[config.mk]
export PLATFORM = sky130hd
export DESIGN_NAME = block_load_ctrl
export DESIGN_NICKNAME = d
export VERILOG_FILES = /design/src/rtl/block_pkg.sv /design/src/rtl/blk_addr_map.sv /design/src/rtl/block_load_ctrl.sv
export SDC_FILE = /design/constraint.sdc
export NUM_CORES = 1
export LEC_CHECK = 0
export CAP_MARGIN = 40
export CORE_ASPECT_RATIO = 1.75
export CORE_MARGIN = 2
export CORE_UTILIZATION = 37
export DETAILED_ROUTE_END_ITERATION = 8
export PLACE_DENSITY = 0.73
export SYNTH_ARGS = -nofsm -noshare
export SYNTH_HDL_FRONTEND = slang
export SYNTH_HIERARCHICAL = 1
export SYNTH_SLANG_ARGS = --single-unit
[constraint.sdc]
create_clock -name CLK -period 1.5 [get_ports CLK]
set_input_delay 0.225 -clock CLK [delete_from_list [all_inputs] [get_ports CLK]]
set_output_delay 0.225 -clock CLK [all_outputs]
set_load 0.02 [all_outputs]
[src/rtl/block_pkg.sv]
// block_pkg: definitions shared by the 4x4 block loader.
//   state_t            - controller state encoding (IDLE, FILL, FULL)
//   W_DEF/N_DEF/LOGN_DEF - default pixel width, pixels per block, address width
package block_pkg;

    localparam int W_DEF    = 8;
    localparam int N_DEF    = 16;
    localparam int LOGN_DEF = 4;

    typedef enum logic [1:0] {
        IDLE = 2'd0,
        FILL = 2'd1,
        FULL = 2'd2
    } state_t;

endpackage

[src/rtl/blk_addr_map.sv]
// blk_addr_map: maps the pixel counter onto a block register address.
//   k    (in)  - pixel index within the block
//   mode (in)  - 0 = row-major (addr = k), 1 = column-major (row/col swapped)
//   addr (out) - block register write address
module blk_addr_map
    import block_pkg::*;
#(
    parameter int LOGN = LOGN_DEF
) (
    input  logic [LOGN-1:0] k,
    input  logic            mode,
    output logic [LOGN-1:0] addr
);

    localparam int H = LOGN / 2;

    // Swapping the low and high halves of k transposes the square block.
    assign addr = mode ? {k[H-1:0], k[LOGN-1:H]} : k;

endmodule

[src/rtl/block_load_ctrl.sv]
// block_load_ctrl: collects a stream of pixels into a 4x4 block register,
// in row- or column-major order, and hands the completed block downstream.
//   CLK, RST        - clock, asynchronous active-high reset
//   PIX_VALID/DATA  - upstream pixel stream; PIX_READY = accepting
//   MODE            - write order, sampled on the first pixel of each block
//   FLUSH           - synchronous abort of the block being loaded
//   WR/ADDR_W/DATA_W- write port of the block register (same-cycle as accept)
//   BLK_VALID       - block register holds a complete block
//   BLK_ACK         - downstream consumed the block
//   BLK_CNT         - completed block count, wraps 255 -> 0
module block_load_ctrl
    import block_pkg::*;
#(
    parameter int W    = W_DEF,
    parameter int N    = N_DEF,
    parameter int LOGN = LOGN_DEF
) (
    input  logic            CLK,
    input  logic            RST,
    input  logic            PIX_VALID,
    input  logic [W-1:0]    PIX_DATA,
    output logic            PIX_READY,
    input  logic            MODE,
    input  logic            FLUSH,
    output logic            WR,
    output logic [LOGN-1:0] ADDR_W,
    output logic [W-1:0]    DATA_W,
    output logic            BLK_VALID,
    input  logic            BLK_ACK,
    output logic [7:0]      BLK_CNT
);

    localparam logic [LOGN-1:0] K_LAST = LOGN'(N - 1);

    state_t          state, state_nxt;
    logic [LOGN-1:0] k, k_nxt;
    logic            mode_q, mode_nxt;
    logic            mode_eff;
    logic            accept;
    logic            cnt_inc;

    // Ready is held low through reset itself, not just after it.
    assign PIX_READY = ~RST & ~FLUSH & (state != FULL);
    assign accept    = PIX_VALID & PIX_READY;
    assign WR        = accept;
    assign DATA_W    = PIX_DATA;
    assign BLK_VALID = (state == FULL);

    // The first pixel of a block is addressed with the live MODE, since the
    // latched copy only takes that value on the same edge.
    assign mode_eff = (state == IDLE) ? MODE : mode_q;

    blk_addr_map #(.LOGN(LOGN)) u_addr_map (
        .k    (k),
        .mode (mode_eff),
        .addr (ADDR_W)
    );

    always_comb begin
        // NOTE: every output of this block gets a default first, so no path
        // leaves a value unassigned and no latch is inferred.
        state_nxt = state;
        k_nxt     = k;
        mode_nxt  = mode_q;
        cnt_inc   = 1'b0;
        if (FLUSH) begin
            state_nxt = IDLE;
            k_nxt     = '0;
        end else begin
            case (state)
                IDLE: if (accept) begin
                    mode_nxt  = MODE;
                    k_nxt     = k + LOGN'(1);
                    state_nxt = FILL;
                end
                FILL: if (accept) begin
                    if (k == K_LAST) begin
                        k_nxt     = '0;
                        state_nxt = FULL;
                        cnt_inc   = 1'b1;
                    end else begin
                        k_nxt = k + LOGN'(1);
                    end
                end
                FULL: if (BLK_ACK) state_nxt = IDLE;
                default: state_nxt = IDLE;
            endcase
        end
    end

    // NOTE: state registers use non-blocking assignments so every flop
    // samples the pre-edge values regardless of statement order.
    always_ff @(posedge CLK or posedge RST) begin
        if (RST) begin
            state   <= IDLE;
            k       <= '0;
            mode_q  <= 1'b0;
            BLK_CNT <= 8'd0;
        end else begin
            state  <= state_nxt;
            k      <= k_nxt;
            mode_q <= mode_nxt;
            if (cnt_inc) BLK_CNT <= BLK_CNT + 8'd1;
        end
    end

endmodule

# Word level (Yosys, flattened, before mapping)
# Index checks and enable logic that the tools add are counted.
dict set report word_totals {
  reg_bits 15
  in_bits 14
  out_inout_bits 23
  elab_cells 41
}
dict set report op_classes {
  n_addsub 2
  n_eq_ne 8
  muxes 17
  bitwise_logic 5
  n_reduce_logical 5
}
# operator count
set op_table {}
lappend op_table {{4-bit two-way mux} 5}
lappend op_table {{2-bit two-way mux} 5}
lappend op_table {{3-bit != test, second input constant} 3}
lappend op_table {{8-bit by 1-bit adder with 8-bit output, second input constant} 1}
lappend op_table {{4-bit case mux with 2 select lines} 1}
lappend op_table {{2-bit case mux with 3 select lines} 1}
lappend op_table {{3-bit AND reduction} 2}
lappend op_table {{1-bit two-way mux} 5}
lappend op_table {{4-bit by 1-bit adder with 4-bit output, second input constant} 1}
lappend op_table {{4-bit == test, second input constant} 1}
lappend op_table {{4-bit AND reduction} 1}
lappend op_table {{1-bit AND} 3}
lappend op_table {{3-bit by 2-bit != test with 1-bit output, second input constant} 1}
lappend op_table {{3-bit nonzero test} 1}
lappend op_table {{2-bit by 1-bit == test with 1-bit output, second input constant} 1}
lappend op_table {{2-bit == test, second input constant} 1}
lappend op_table {{2-bit logical NOT} 1}
lappend op_table {{2-bit != test, second input constant} 1}
lappend op_table {{1-bit NOT} 2}

# Logic depth before layout (Yosys ltp)
dict set report logic_depth {
  ltp_word 7
  ltp_mapped 5
  mapped_depth_nobuf 4
}

# Modules after synthesis
# Netlist, hierarchy kept.
# module n_inst cells_each area_per_inst_um2 seq_area_each_um2
set modules_own_cells {}
lappend modules_own_cells {block_load_ctrl 1 81 838.3 375.4}
lappend modules_own_cells {blk_addr_map 1 4 45.0 0.0}

# Worst setup path before layout
# OpenSTA, ideal clock, no wires.
dict set report synth_path {
  path_type {flip-flop to output port}
  startpoint {register state[1]}
  endpoint {output port WR}
  arrival_ns 1.463
  required_ns 1.275
  path_slack_ns -0.188
  stages_incl_launch_ff 4
  n_path_buf 0
  cell_sequence {dfrtp_1 > nor2b_1 > nor3_1 > and2_1}
}
dict set report synth_via {
  elab_chain_len 3
}
# item line_no
set synth_lines {}
lappend synth_lines {{start: declaration} block_load_ctrl.sv:35} ;# state_t state, state_nxt;
lappend synth_lines {{start signal: assignment} block_load_ctrl.sv:100} ;# state <= state_nxt;
lappend synth_lines {{2-bit != test} block_load_ctrl.sv:43} ;# assign PIX_READY = ~RST & ~FLUSH & (state != FULL);
lappend synth_lines {{1-bit AND} block_load_ctrl.sv:43}
lappend synth_lines {{via PIX_READY} block_load_ctrl.sv:22} ;# output logic PIX_READY,
lappend synth_lines {{1-bit AND} block_load_ctrl.sv:44} ;# assign accept = PIX_VALID & PIX_READY;
lappend synth_lines {{end: declaration} block_load_ctrl.sv:25} ;# output logic WR,
# The timed path passes the listed nets, and every way through them passes these cells.

# Worst setup path after layout
dict set report layout_path {
  startpoint {register state[1]}
  endpoint {register k[2]}
}
dict set report layout_via {
  elab_chain_len 5
  word_cells_on_any_way 11
  classes_between {4 x eq/ne; 2 x mux; 2 x bitwise; 3 x reduce/logical}
}
# item line_no
set layout_lines {}
lappend layout_lines {{2-bit != test} block_load_ctrl.sv:43}
lappend layout_lines {{1-bit AND} block_load_ctrl.sv:43}
lappend layout_lines {{1-bit AND} block_load_ctrl.sv:44}
lappend layout_lines {{3-bit != test (no source line)} -}
lappend layout_lines {{3-bit AND reduction (no source line)} -}
lappend layout_lines {{end signal: assignment} block_load_ctrl.sv:101} ;# k <= k_nxt;
lappend layout_lines {{end: declaration} block_load_ctrl.sv:36} ;# logic [LOGN-1:0] k, k_nxt;
# Parallel ways exist; a longest one is shown, timed or not.
# A chain may end at the register's enable or synchronous reset.

==> impl_metrics.py <==
metrics = {
    "die": {
        "fp.coreArea_sq_um": 2270,
        "start_util": 0.389,
        "fp-row-count": 23,
        "io_pins": 37,
        "die_w_um": 40.9,
        "dieArea_sq_um": 2810,
        "die_h_um": 68.6,
    },
    "logic_synthesis": {
        "synth_nets": 101,
        "synth_top_cell_by_area": "dfrtp_1",
        "synthCells": 85,
        "synth_area_leaders": "dfrtp_1, mux2_2, buf_4",
        "yosys_warnings": 6,
        "ys_types": 28,
        "netlist_area_sq_um": 883,
        "synth_top_area_share": 0.425,
        "ys_ff_latch": 15,
        "avgSynthCellArea_sq_um": 10.4,
        "seq_area_frac_synth": 0.425,
    },
    "run_status": {
        "violations": "setup timing",
        "status": "finished with violations",
    },
    "critical_path": {
        "reg2reg_setup_slack_ns": -0.33,
        "end_kind": "flip-flop",
        "start_kind": "flip-flop",
        "cp.required_ns": 1.68,
        "slowest_delay_ns": 0.55,
        "crit_type": "reg2reg",
        "crit_path_cell_trace": "buf_6 -> or4b_4 -> buf_6 -> or3_4 -> a21oi_2",
        "crit_top_cell": "buf_6",
        "arrival_ns": 2.01,
        "cp_max_fo": 7,
        "critPathTopFamily": "simple AND/OR/NAND/NOR gates",
        "cp_slowest_cell": "or4b_4",
        "crit_buf_inv": 2,
    },
    "placement": {
        "place_area_sq_um": 1170,
        "gp_congestion": 0.855,
        "placed_cells": 137,
        "io_buffers": 20,
        "dpl_worst_slack_ns": -0.523,
        "dp_hpwl_um": 1440,
    },
    "run": {
        "cap_viol_max_count": 0,
    },
    "global_route": {
        "grt_pass1_vias": 771,
        "grt_pass1_wl_um": 3670,
        "grt.overflow.total": 0,
        "grt_usage": 0.194,
        "antenna_found_initial": 0,
        "grt_start_max_net_pins": 16,
    },
    "route": {
        "final_antenna_net_count": 0,
        "routed_wl_um": 2490,
        "wl_per_cell_um": 16.8,
        "first_pass_iters": 4,
        "vias": 770,
        "vias_per_cell": 5.20,
        "drc": 0,
        "drt_iter0_markers": 14,
    },
    "sta": {
        "period_needed_ns": 1.83,
        "max_freq_ghz": 0.547,
        "drv_slew": 0,
        "setup_viol": 20,
        "hold_viol": 0,
        "whs_ns": 0.450,
        "post-route-period-util": 1.22,
        "fin_skew_ns": 0.00296,
        "layout_setup_ws_ns": -0.328,
        "relSlewSlack": 0.816,
        "rsz0062_at_grt": "yes",
        "worst_slew_pin_slew_ns": 0.275,
    },
    "clock_tree": {
        "clk_pin_slew_worst_paths_ns": 0.06,
        "cts_tree": "built",
        "clkSinkCount": 15,
        "cts_buffers": 3,
        "clockBufferDepth": 2,
        "htreeDepth": 1,
        "root_buffer": "clkbuf_8",
        "clock_latency_ns": 0.25,
    },
    "cells_and_area": {
        "fillers": 174,
        "design_area_sq_um": 1420,
        "fin_cells": 148,
        "multi_input_area_sq_um": 552,
        "antenna_cells": 0,
        "seq_area_sq_um": 375,
        "syn2layout_area_growth_pct": 60.9,
        "mostFrequentLayoutCells": "buf_4, dfrtp_1, buf_6",
        "nNetsFinal": 140,
        "final_common_cell": "buf_4",
        "drive_above_1_share": 0.488,
    },
    "power": {
        "pwr_density_cell_nw_per_um2": 658,
        "p_total_mw": 0.935,
        "leakage_nw": 0.740,
        "ir_drop_uv": 719,
    },
    "worst_hold_path": {
        "hold_path.class": "in2out",
    },
}
-- report_power, final --
| group | internal, mW | switching [mW] |
|---|---|---|
| clock | 0.184 | 0.150 |
| sequential | 0.421 | 0.0147 |
| combinational | 0.0881 | 0.0768 |
-- what timing repair did --
action	CTS	global route
hold buffers	0	0
setup buffers	5	2
gates resized for setup	62	17
endpoints found under the setup margin	25	22
pin swaps	7	9
-- cells by family (layout without fill, tap and decap cells) --
logic type | count (synthesis) | after routing | synth area share
AO/OA/AOI/OAI | 6 | 6 | 0.0453
flip-flops | 15 | 15 | 0.425
AND/OR/NAND/NOR | 35 | 35 | 0.237
XOR/XNOR | 7 | 7 | 0.0694
adder cells (fa/ha/maj) | 2 | 2 | 0.0283
buffers and inverters | 13 | 51 | 0.106
multiplexers | 7 | 7 | 0.0892
-- cells in the mapped netlist --
cell	number
xor2_1	5
ha_1	2
a21oi_1	2
nand3b_1	2
or3_1	1
inv_1	3
o21ai_0	1
a2111oi_0	1
or3_2	2
buf_4	8
nor4_2	1
nand3_1	6
nor4_1	2
xnor2_1	2
and2_1	1
buf_6	2
mux2_2	7
and4_1	1
a21o_1	1
nor4b_1	1
nand4_1	3
o2111ai_1	1
nor2_1	5
nand2_1	4
nor2b_1	2
or4b_4	1
dfrtp_1	15
nor3_1	3
-- through the flow --
stage	setup TNS [ns]	util
2_1_floorplan	-0.291	-
3_3_place_gp	-7.85	0.515
3_5_place_dp	-8.16	0.515
4_1_cts	-4.27	0.589
5_1_grt	-5.05	0.625
6_report	-4.36	0.625
-- sequential cells by signal, summed over array words and instances (netlist names) --
register	flops
mode_q	1
k	4
state	2
BLK_CNT	8
-- worst paths after layout --
kind                              from         end  depth (start not counted)
max                           state[1]        k[2]                          5
min                        PIX_DATA[0]   DATA_W[0]                          0
max in group asynchronous          RST        k[2]                          4
min in group asynchronous          RST  BLK_CNT[2]                          4
max reg2reg                   state[1]        k[2]                          5
min reg2reg                 BLK_CNT[7]  BLK_CNT[7]                          1
-- per-layer routing --
layer  vias up  track usage  share of wire  routed length, um
met1       377        0.246           0.37                932
met3         5       0.0192          0.028                 70
met5         -            0              0                  0
met2        15        0.311           0.58               1430
li1        373            -              -                  -
met4         0        0.100          0.021                 51
-- final cells by class --
type,instances,area share
Clock buffer,3,0.0290
Clock inverter,1,0.00352
Inverter,3,0.00792
Multi-Input combinational cell,57,0.388
Sequential cell,15,0.264
Tap cell,25,0.0220
Timing Repair Buffer,44,0.285
Note: power is estimated with default switching activity, not from simulation.
